File: config.mk
export PLATFORM = sky130hd
export DESIGN_NAME = mem_intv_delay_buffer_flat
export DESIGN_NICKNAME = d
export VERILOG_FILES = /design/src/rtl/mem_intv_delay_buffer_if.sv /design/src/rtl/mem_intv_delay_buffer.sv /design/src/flat_wrapper.sv
export SDC_FILE = /design/constraint.sdc
export NUM_CORES = 1
export LEC_CHECK = 0
export BUFFER_PORTS_ARGS = -buffer_cell sky130_fd_sc_hd__buf_2
export CORE_MARGIN = 2
export CORE_UTILIZATION = 35
export CTS_CLUSTER_SIZE = 20
export DETAILED_ROUTE_END_ITERATION = 12
export PLACE_DENSITY = 0.5
export SETUP_SLACK_MARGIN = 0.02
export SLEW_MARGIN = 20
export SYNTH_ARGS = -nofsm -noshare
export SYNTH_HDL_FRONTEND = slang
export SYNTH_SLANG_ARGS = --single-unit
File: constraint.sdc
create_clock -name clk -period 2.55 [get_ports clk]
set_input_delay 0.51 -clock clk [delete_from_list [all_inputs] [get_ports clk]]
set_output_delay 0.51 -clock clk [all_outputs]
set_load 0.005 [all_outputs]
File: src/rtl/mem_intv_delay_buffer_if.sv
// Per-channel val/rdy handshake bundle for the interval delay buffer.
// The master side feeds input messages and accepts output messages.
interface mem_intv_delay_buffer_if #(
  parameter int unsigned p_num_chan  = 2,
  parameter int unsigned p_msg_bits  = 32,
  parameter int unsigned p_opaq_bits = 8
);
  localparam int unsigned MW = p_opaq_bits + p_msg_bits;

  logic [p_num_chan-1:0]    in_val;
  logic [p_num_chan-1:0]    in_rdy;
  logic [p_num_chan*MW-1:0] in_msg;
  logic [p_num_chan-1:0]    out_val;
  logic [p_num_chan-1:0]    out_rdy;
  logic [p_num_chan*MW-1:0] out_msg;

  modport master (
    output in_val, in_msg, out_rdy,
    input  in_rdy, out_val, out_msg
  );

  modport slave (
    input  in_val, in_msg, out_rdy,
    output in_rdy, out_val, out_msg
  );
endinterface

File: src/rtl/mem_intv_delay_buffer.sv
// Multi-channel FIFO buffer that enforces a configurable minimum spacing
// between output transfers on each channel, with a global spacing bypass.
module mem_intv_delay_buffer #(
  parameter int unsigned p_num_chan  = 2,
  parameter int unsigned p_msg_bits  = 32,
  parameter int unsigned p_opaq_bits = 8,
  parameter int unsigned p_depth     = 4,
  parameter int unsigned p_intv_bits = 4
) (
  input  logic                              clk,
  input  logic                              rst_n,
  input  logic                              cfg_bypass,
  input  logic [p_num_chan*p_intv_bits-1:0] cfg_intv,
  output logic [p_num_chan*16-1:0]          xfer_cnt,
  mem_intv_delay_buffer_if.slave            bus
);
  localparam int unsigned MW   = p_opaq_bits + p_msg_bits;
  localparam int unsigned PW   = $clog2(p_depth);
  localparam int unsigned PTRW = PW + 1;
  localparam int unsigned IB   = p_intv_bits;

  for (genvar i = 0; i < p_num_chan; i++) begin : g_chan
    logic [PTRW-1:0] r_wr_ptr;
    logic [PTRW-1:0] r_rd_ptr;
    logic [MW-1:0]   r_mem [p_depth];
    logic [IB-1:0]   r_intv_cnt;
    logic [15:0]     r_xfer;

    logic            w_full;
    logic            w_empty;
    logic            w_enq;
    logic            w_deq;
    logic            w_out_val;
    logic [IB-1:0]   w_intv;
    logic [IB-1:0]   w_reload;

    // Extra pointer MSB distinguishes full (MSBs differ) from empty.
    assign w_full    = (r_wr_ptr[PW] != r_rd_ptr[PW]) &&
                       (r_wr_ptr[PW-1:0] == r_rd_ptr[PW-1:0]);
    assign w_empty   = (r_wr_ptr == r_rd_ptr);
    assign w_out_val = !w_empty && ((r_intv_cnt == '0) || cfg_bypass);
    assign w_enq     = bus.in_val[i] && !w_full;
    assign w_deq     = w_out_val && bus.out_rdy[i];
    assign w_intv    = cfg_intv[i*IB +: IB];
    assign w_reload  = (w_intv == '0) ? '0 : w_intv - IB'(1);

    assign bus.in_rdy[i]           = !w_full;
    assign bus.out_val[i]          = w_out_val;
    assign bus.out_msg[i*MW +: MW] = r_mem[r_rd_ptr[PW-1:0]];
    assign xfer_cnt[i*16 +: 16]    = r_xfer;

    always_ff @(posedge clk or negedge rst_n) begin
      if (!rst_n) begin
        r_wr_ptr <= '0;
        r_rd_ptr <= '0;
        for (int k = 0; k < p_depth; k++) r_mem[k] <= '0;
      end else begin
        if (w_enq) begin
          r_mem[r_wr_ptr[PW-1:0]] <= bus.in_msg[i*MW +: MW];
          r_wr_ptr                <= r_wr_ptr + PTRW'(1);
        end
        if (w_deq) r_rd_ptr <= r_rd_ptr + PTRW'(1);
      end
    end

    // Interval is sampled only on a transfer; the running count ignores later cfg changes.
    always_ff @(posedge clk or negedge rst_n) begin
      if (!rst_n) begin
        r_intv_cnt <= '0;
        r_xfer     <= '0;
      end else begin
        if (w_deq) begin
          r_intv_cnt <= w_reload;
        end else if (r_intv_cnt != '0) begin
          r_intv_cnt <= r_intv_cnt - IB'(1);
        end
        if (w_deq && (r_xfer != 16'hFFFF)) r_xfer <= r_xfer + 16'd1;
      end
    end
  end

endmodule

File: src/flat_wrapper.sv
// flat-port wrapper written by rule: the top's interface ports become plain ports
module mem_intv_delay_buffer_flat 
#(
  parameter int unsigned p_num_chan  = 2,
  parameter int unsigned p_msg_bits  = 32,
  parameter int unsigned p_opaq_bits = 8,
  parameter int unsigned p_depth     = 4,
  parameter int unsigned p_intv_bits = 4
)
  (clk, rst_n, cfg_bypass, cfg_intv, xfer_cnt, bus_in_val, bus_in_msg, bus_out_rdy, bus_in_rdy, bus_out_val, bus_out_msg);
  mem_intv_delay_buffer_if #(.p_num_chan(p_num_chan), .p_msg_bits(p_msg_bits), .p_opaq_bits(p_opaq_bits)) bus_i ();
  input  logic clk;
  input  logic rst_n;
  input  logic cfg_bypass;
  input  logic [p_num_chan*p_intv_bits-1:0] cfg_intv;
  output logic [p_num_chan*16-1:0] xfer_cnt;
  input wire logic [$bits(bus_i.in_val)-1:0] bus_in_val;
  input wire logic [$bits(bus_i.in_msg)-1:0] bus_in_msg;
  input wire logic [$bits(bus_i.out_rdy)-1:0] bus_out_rdy;
  output wire logic [$bits(bus_i.in_rdy)-1:0] bus_in_rdy;
  output wire logic [$bits(bus_i.out_val)-1:0] bus_out_val;
  output wire logic [$bits(bus_i.out_msg)-1:0] bus_out_msg;
  assign bus_i.in_val = bus_in_val;
  assign bus_i.in_msg = bus_in_msg;
  assign bus_i.out_rdy = bus_out_rdy;
  assign bus_in_rdy = bus_i.in_rdy;
  assign bus_out_val = bus_i.out_val;
  assign bus_out_msg = bus_i.out_msg;
  mem_intv_delay_buffer #(.p_num_chan(p_num_chan), .p_msg_bits(p_msg_bits), .p_opaq_bits(p_opaq_bits), .p_depth(p_depth), .p_intv_bits(p_intv_bits)) u_core (.clk(clk), .rst_n(rst_n), .cfg_bypass(cfg_bypass), .cfg_intv(cfg_intv), .xfer_cnt(xfer_cnt), .bus(bus_i));
endmodule
# Word level (Yosys, flattened, before mapping)
# Index checks and enable logic that the tools add are counted.
[word_totals] ff_bits=372 out_inout_bits=116 wordCells=88
[op_classes] n_addsub=10 n_lt_le_gt_ge=6 n_eq_ne=8 muxes=18 bitwise_logic=4 n_reduce_logical=26
[op_table] cell="$bwmux W160" n=2
[op_table] cell="$mux W40" n=6
[op_table] cell="$bmux W40 S2" n=2
[op_table] cell="$demux W40 S2" n=2
[op_table] cell="$add A16 B1 Y16 const B" n=2
[op_table] cell="$ne A16 B16 Y1 const B" n=2
[op_table] cell="$mux W4" n=6
[op_table] cell="$logic_not A4 Y1" n=4
[op_table] cell="$sub A4 B1 Y4 const B" n=4
[op_table] cell="$add A3 B1 Y3 const B" n=4
[op_table] cell="$ge A3 B3 Y1 const B" n=4
[op_table] cell="$logic_and A1 B1 Y1" n=12
[op_table] cell="$not A2 Y3" n=4
[op_table] cell="$reduce_bool A4 Y1" n=2
[op_table] cell="$eq A3 B3 Y1" n=2
[op_table] cell="$lt A3 B1 Y1 const B" n=2
[op_table] cell="$eq A2 B2 Y1" n=2
[op_table] cell="$logic_not A1 Y1" n=4
[op_table] cell="$reduce_bool A2 Y1" n=2
[op_table] cell="$logic_or A1 B1 Y1" n=2
[op_table] cell="$ne A1 B1 Y1" n=2

# Longest topological paths before layout
[depth] ltp_word=6 mapped_depth=9 depth_no_buf=7

# Worst setup path before layout
# OpenSTA, ideal clock, no wires.
[synth_path] kind="register to register" startpoint="register u_core.g_chan[0].r_rd_ptr[1]" endpoint="register u_core.g_chan[0].r_mem[0] (netlist bit)" arrival_time_ps=1885 setup_slack_ps=540 stages_incl_launch_ff=9 path_buffers=3 path_cell_list="dfrtp_1 > buf_2 > xor2_1 > or3_4 > and2_4 > buf_12 > nand2_8 > buf_12 > mux2_4"
[synth_via] elab_chain_len=4
[synth_lines] element="from (decl)" line_no="mem_intv_delay_buffer.sv:24" rtl="logic [PTRW-1:0] r_rd_ptr;"
[synth_lines] element="from (signal assigned)" line_no="mem_intv_delay_buffer.sv:62" rtl="if (w_deq) r_rd_ptr <= r_rd_ptr + PTRW'(1);"
[synth_lines] element="$eq A2 B2 Y1" line_no="mem_intv_delay_buffer.sv:39" rtl="(r_wr_ptr[PW-1:0] == r_rd_ptr[PW-1:0]);"
[synth_lines] element="$logic_and A1 B1 Y1" line_no="mem_intv_delay_buffer.sv:38" rtl="assign w_full = (r_wr_ptr[PW] != r_rd_ptr[PW]) &&"
[synth_lines] element="$logic_not A1 Y1"
[synth_lines] element="named net bus_in_rdy[0]" line_no="flat_wrapper.sv:20" rtl="output wire logic [$bits(bus_i.in_rdy)-1:0] bus_in_rdy;"
[synth_lines] element="$logic_and A1 B1 Y1" line_no="mem_intv_delay_buffer.sv:42" rtl="assign w_enq = bus.in_val[i] && !w_full;"
[synth_lines] element="to (signal, indexed assignment)" line_no="mem_intv_delay_buffer.sv:59" rtl="r_mem[r_wr_ptr[PW-1:0]] <= bus.in_msg[i*MW +: MW];"
[synth_lines] element="to (decl)" line_no="mem_intv_delay_buffer.sv:25" rtl="logic [MW-1:0] r_mem [p_depth];"
# The timed path passes the listed nets, and every way through them passes these cells.
# A chain may end at the register's enable or synchronous reset.

# Worst setup path in the final report
[layout_path] startpoint="register u_core.g_chan[1].r_rd_ptr[0]" endpoint="output bus_out_msg[41]"
[layout_via] elab_chain_len=4
[layout_lines] element="from (decl)" line_no="mem_intv_delay_buffer.sv:24"
[layout_lines] element="from (signal assigned)" line_no="mem_intv_delay_buffer.sv:62"
[layout_lines] element="$not A2 Y3 (implied by the code)" line_no="mem_intv_delay_buffer.sv:49" rtl="assign bus.out_msg[i*MW +: MW] = r_mem[r_rd_ptr[PW-1:0]];"
[layout_lines] element="$bmux W40 S2" line_no="mem_intv_delay_buffer.sv:49"
[layout_lines] element="$mux W40 (implied by the code) (2 in a row)" line_no="mem_intv_delay_buffer.sv:49"
[layout_lines] element="to (decl)" line_no="flat_wrapper.sv:22" rtl="output wire logic [$bits(bus_i.out_msg)-1:0] bus_out_msg;"
# No other way between the ends. The select of a mux whose other input is x is not followed.

==> reports/summary.md <==
The number of buffers inserted by port buffering was 210; the total detailed-routing wirelength was 41.34 mm. The number of nets in the final layout was 1417; the number of clock buffers inserted by TritonCTS was 45. The share of Yosys cell area claimed by the top area cell type came out at 0.5084. The commonest register cell after synthesis was sky130_fd_sc_hd__dfrtp_1.

The final period utilization came out at 1.004. The maximum achievable frequency was 0.3906 GHz. Critical path capture point type: an output port.

For the post-detailed-placement cell area, the log shows 20070 µm². Setup violations remaining at the end of the flow were counted as 2. The slowest stage of the critical path is the sky130_fd_sc_hd__mux4_2 cell. The combined buffer and inverter count along the critical path works out to 2. Detailed placement ended at an HPWL of 25.84 mm. For the worst setup path, the data arrival time is 2050 ps. The floorplan step set the die width to 232.7 µm. The tools report the remaining max-slew budget at the tightest pin as 0.5807. Between clock sinks in the finished design, the worst skew comes to 13.05 ps. The transition time at the pin with the least slew margin came out at 629.0 ps.

Data on the critical path is required at its endpoint by 2040 ps. For the count of unique library cells instantiated by Yosys, the log shows 41. The run gives 10.70 nW as the leakage power. Compared with the post-synthesis result, the final layout area differs by 19.93%.

The instance count of the mapped netlist was 1050. The share of total power consumed by net switching was 0.2979; the portion of the post-synthesis area used by sequential elements was 0.5084. Internal power comes to 0.02208 W.

TritonCTS built the clock tree. The number of failing hold endpoints at the final stage is 0. Category of cells accounting for the largest share of critical-path delay: multiplexers. The initial core utilization was 0.3555. The number of DRC markers in iteration 0 was 418; the net count after synthesis was 1159.

The final reports fail on negative setup slack. The run gives 0 as the post-detailed-route count of antenna-violating nets. Counting tap cells, the placed design contains a total of 1929 instances. For this design, the sink count on the clock tree is 372.

The biggest fanout along the worst timing path came out at 6. The repair_antennas step left the layout with diodes totalling 0. For the worst-skew pair, the clock arrives at the later sink with an insertion delay of 560 ps. The first TritonRoute pass finished after 4 iterations. By area the synthesized netlist is led by sky130_fd_sc_hd__dfrtp_1 51%, sky130_fd_sc_hd__mux2_4 26%, sky130_fd_sc_hd__mux4_2 9.8%. The longest clock path from root to sink contains 3 buffers. Summing every instance area after synthesis gives 18310 µm². Traced cell by cell, the critical path runs through buf_16, mux4_2, buf_2.

Adding up every negative setup slack in the final design gives -10.69 ps. In this run the power spent charging and discharging nets is 0.009371 W. The flow ran to the end, but the final reports show violations.

In this run the power density over the cells is 1432 nW/µm². The share of total power in the clock network was 0.212; the chip height was 232.7 µm. The initial antenna violation count is 7, and the remaining global-route overflow is 0. The total power after layout came out at 0.03145 W.

After detailed routing, the met2 layer carries 19.01 mm of wire. For the via count of the routed design, the log shows 9810. In the routed design, unresolved DRC markers number 0. In the final layout, the multi-input gates occupy 8143 µm². The total count of max-transition violations in the final report was 0; the largest vdd supply drop was 0.6150 mV. Once layout is done, the placed cells without fillers occupy 21960 µm².

The detailed router put a total of 19.56 mm of wire on met1. The fraction of synthesis flops using an asynchronous set or reset pin is 1.000. A synthesized cell averages 17.44 µm². Setup repair after global routing could not meet its margin everywhere. Leaving out fill and tap cells, the most frequent cells in the layout are 368 x sky130_fd_sc_hd__dfrtp_1, 318 x sky130_fd_sc_hd__mux2_4, 195 x sky130_fd_sc_hd__buf_2.

The H-tree generated during clock tree synthesis spans 2 levels. The synthesized design spends more area on one cell type than any other, namely sky130_fd_sc_hd__dfrtp_1. After synthesis the netlist holds a flip-flop and latch count of 372. The fraction of final layout cells sized beyond drive strength 1 is 0.5723. The via count of the first global-routing pass is 10827, and the total of max-cap violations is 0. The root buffer cell chosen for the clock tree is sky130_fd_sc_hd__clkbuf_16. Across the whole layout, storage elements account for 9316 µm². 211 I/O pins were placed. The worst setup path is of the reg -> out kind.

The placement row count was 83; the first-pass GRT wire length was 65.15 mm. STA classifies the critical path startpoint as a flop. The part of the power in registers is 0.336.

The clock transition time at the flip-flop clock pins of the worst setup and hold paths came out at 60 ps. Leading cell type in the layout, fill and taps excluded: sky130_fd_sc_hd__dfrtp_1. At the end of routability-driven placement, the weighted congestion stood at 0.7532. The final critical delay including setup and external delays was 2560 ps. In this design, the stage delay of the slowest critical-path cell is 590 ps. The filler cells instantiated in the layout total 4707. For this run, the number of Yosys warnings is 0. The wire length per cell after detailed routing came out at 20.44 µm. The min-delay analysis places its worst path in the category in -> reg. The die covers 54160 µm².

The worst path setup slack after routing is -10.21 ps. Dividing the detail-routed via count by the number of cells gives 4.852. The proportion of power drawn by combinational gates came out at 0.451. The total track usage is 0.1554. Excluding fillers, the count of instances in the completed layout stands at 2022. The number of enable flip-flop cells after synthesis was 0; the pin count of the biggest net entering global routing was 67. Routed length on met3: 2.075 mm.

Routed signal wires occupy layers up through met5. The total area inside the core boundary comes to 51510 µm².
[path summary, 6_finish.rpt]
kind | start | end | slack [ps] | cells after the start
max | u_core.g_chan[1].r_rd_ptr[0] | bus_out_msg[41] | -10 | 3
min | bus_in_msg[69] | u_core.g_chan[1].r_mem[149] | 230 | 2
max reg2reg | u_core.g_chan[1].r_rd_ptr[0] | u_core.g_chan[1].r_mem[23] | 120 | 7
min reg2reg | u_core.g_chan[1].r_xfer[6] | u_core.g_chan[1].r_xfer[6] | 490 | 1
max in group asynchronous | rst_n | u_core.g_chan[0].r_mem[151] | 1240 | 3
min in group asynchronous | rst_n | u_core.g_chan[0].r_mem[155] | 540 | 2
[cell usage after synthesis, types with 3 or more instances]
| library cell | count |
|---|---|
| sky130_fd_sc_hd__nand4_1 | 12 |
| sky130_fd_sc_hd__clkbuf_1 | 5 |
| sky130_fd_sc_hd__mux4_2 | 80 |
| sky130_fd_sc_hd__mux2_2 | 5 |
| sky130_fd_sc_hd__a21oi_1 | 8 |
| sky130_fd_sc_hd__o21ai_0 | 10 |
| sky130_fd_sc_hd__nor2_1 | 15 |
| sky130_fd_sc_hd__nor3_1 | 16 |
| sky130_fd_sc_hd__xnor2_1 | 22 |
| sky130_fd_sc_hd__ha_1 | 14 |
| sky130_fd_sc_hd__nor4_1 | 5 |
| sky130_fd_sc_hd__or4_1 | 3 |
| sky130_fd_sc_hd__buf_2 | 17 |
| sky130_fd_sc_hd__xor2_1 | 24 |
| sky130_fd_sc_hd__nand2_8 | 8 |
| sky130_fd_sc_hd__dfrtp_1 | 372 |
| sky130_fd_sc_hd__nand3_1 | 14 |
| sky130_fd_sc_hd__or3_1 | 4 |
| sky130_fd_sc_hd__mux2_4 | 318 |
| sky130_fd_sc_hd__inv_1 | 13 |
| sky130_fd_sc_hd__and3_1 | 4 |
| sky130_fd_sc_hd__nand2_1 | 18 |
| sky130_fd_sc_hd__buf_12 | 34 |
[kinds of logic after synthesis]
group	after synthesis	synth area share
adder cells (fa/ha/maj)	14	0.009566
XOR/XNOR	46	0.02200
AO/OA/AOI/OAI	26	0.008609
multiplexers	404	0.3628
buffers and inverters	73	0.04756
AND/OR/NAND/NOR	115	0.04107
flip-flops	372	0.5084
[layout make-up]
type / instances / area share
flip-flops and latches: 372 / 0.4242
clock inverters: 15 / 0.01060
well taps: 680 / 0.03874
repair buffers: 270 / 0.09355
multi-input cells: 606 / 0.3708
inverters: 13 / 0.002222
clock buffers: 66 / 0.05988
[flip-flops by register name, summed over array words and instances (netlist names)]
register,flops
u_core.g_chan.r_xfer,32
u_core.g_chan.r_rd_ptr,6
u_core.g_chan.r_wr_ptr,6
u_core.g_chan.r_mem,320
u_core.g_chan.r_intv_cnt,8
[power groups by stage]
stage | clock network (W) | logic (W) | registers [W]
CTS | 0.00691 | 0.0143 | 0.0106
finish | 0.00668 | 0.0142 | 0.0106
global route | 0.00717 | 0.0152 | 0.0109
floorplan | 0 | 0.0106 | 0.00999
global placement | 0 | 0.0135 | 0.0105
detailed placement | 0 | 0.0136 | 0.0105
[timing repair]
action / CTS / global route
pin swaps: 1 / 3
setup buffers: 6 / 0
hold buffers: 1 / 0
resized for setup: 15 / 14
endpoints found under the hold margin: 51 / 0
cloned: 5 / 2
endpoints found under the setup margin: 75 / 71
[through the flow]
stage | utilization | hold slack [ps] | setup slack (ps)
after floorplan | - | 214.4 | 540.2
after global placement | 0.3897 | 478.6 | 381.5
after detailed placement | 0.3897 | 480.3 | 382.2
after CTS | 0.4253 | 181.0 | -101.4
after global routing | 0.4264 | 200.4 | -103.0
final | 0.4264 | 229.9 | -10.21
[layer usage]
layer,vias up,GRT usage
met1,5172,0.2202
met3,60,0.03897
met2,180,0.2396
li1,4386,-
met4,12,0.03563
met5,-,0
(Power assumes the default switching activity.)
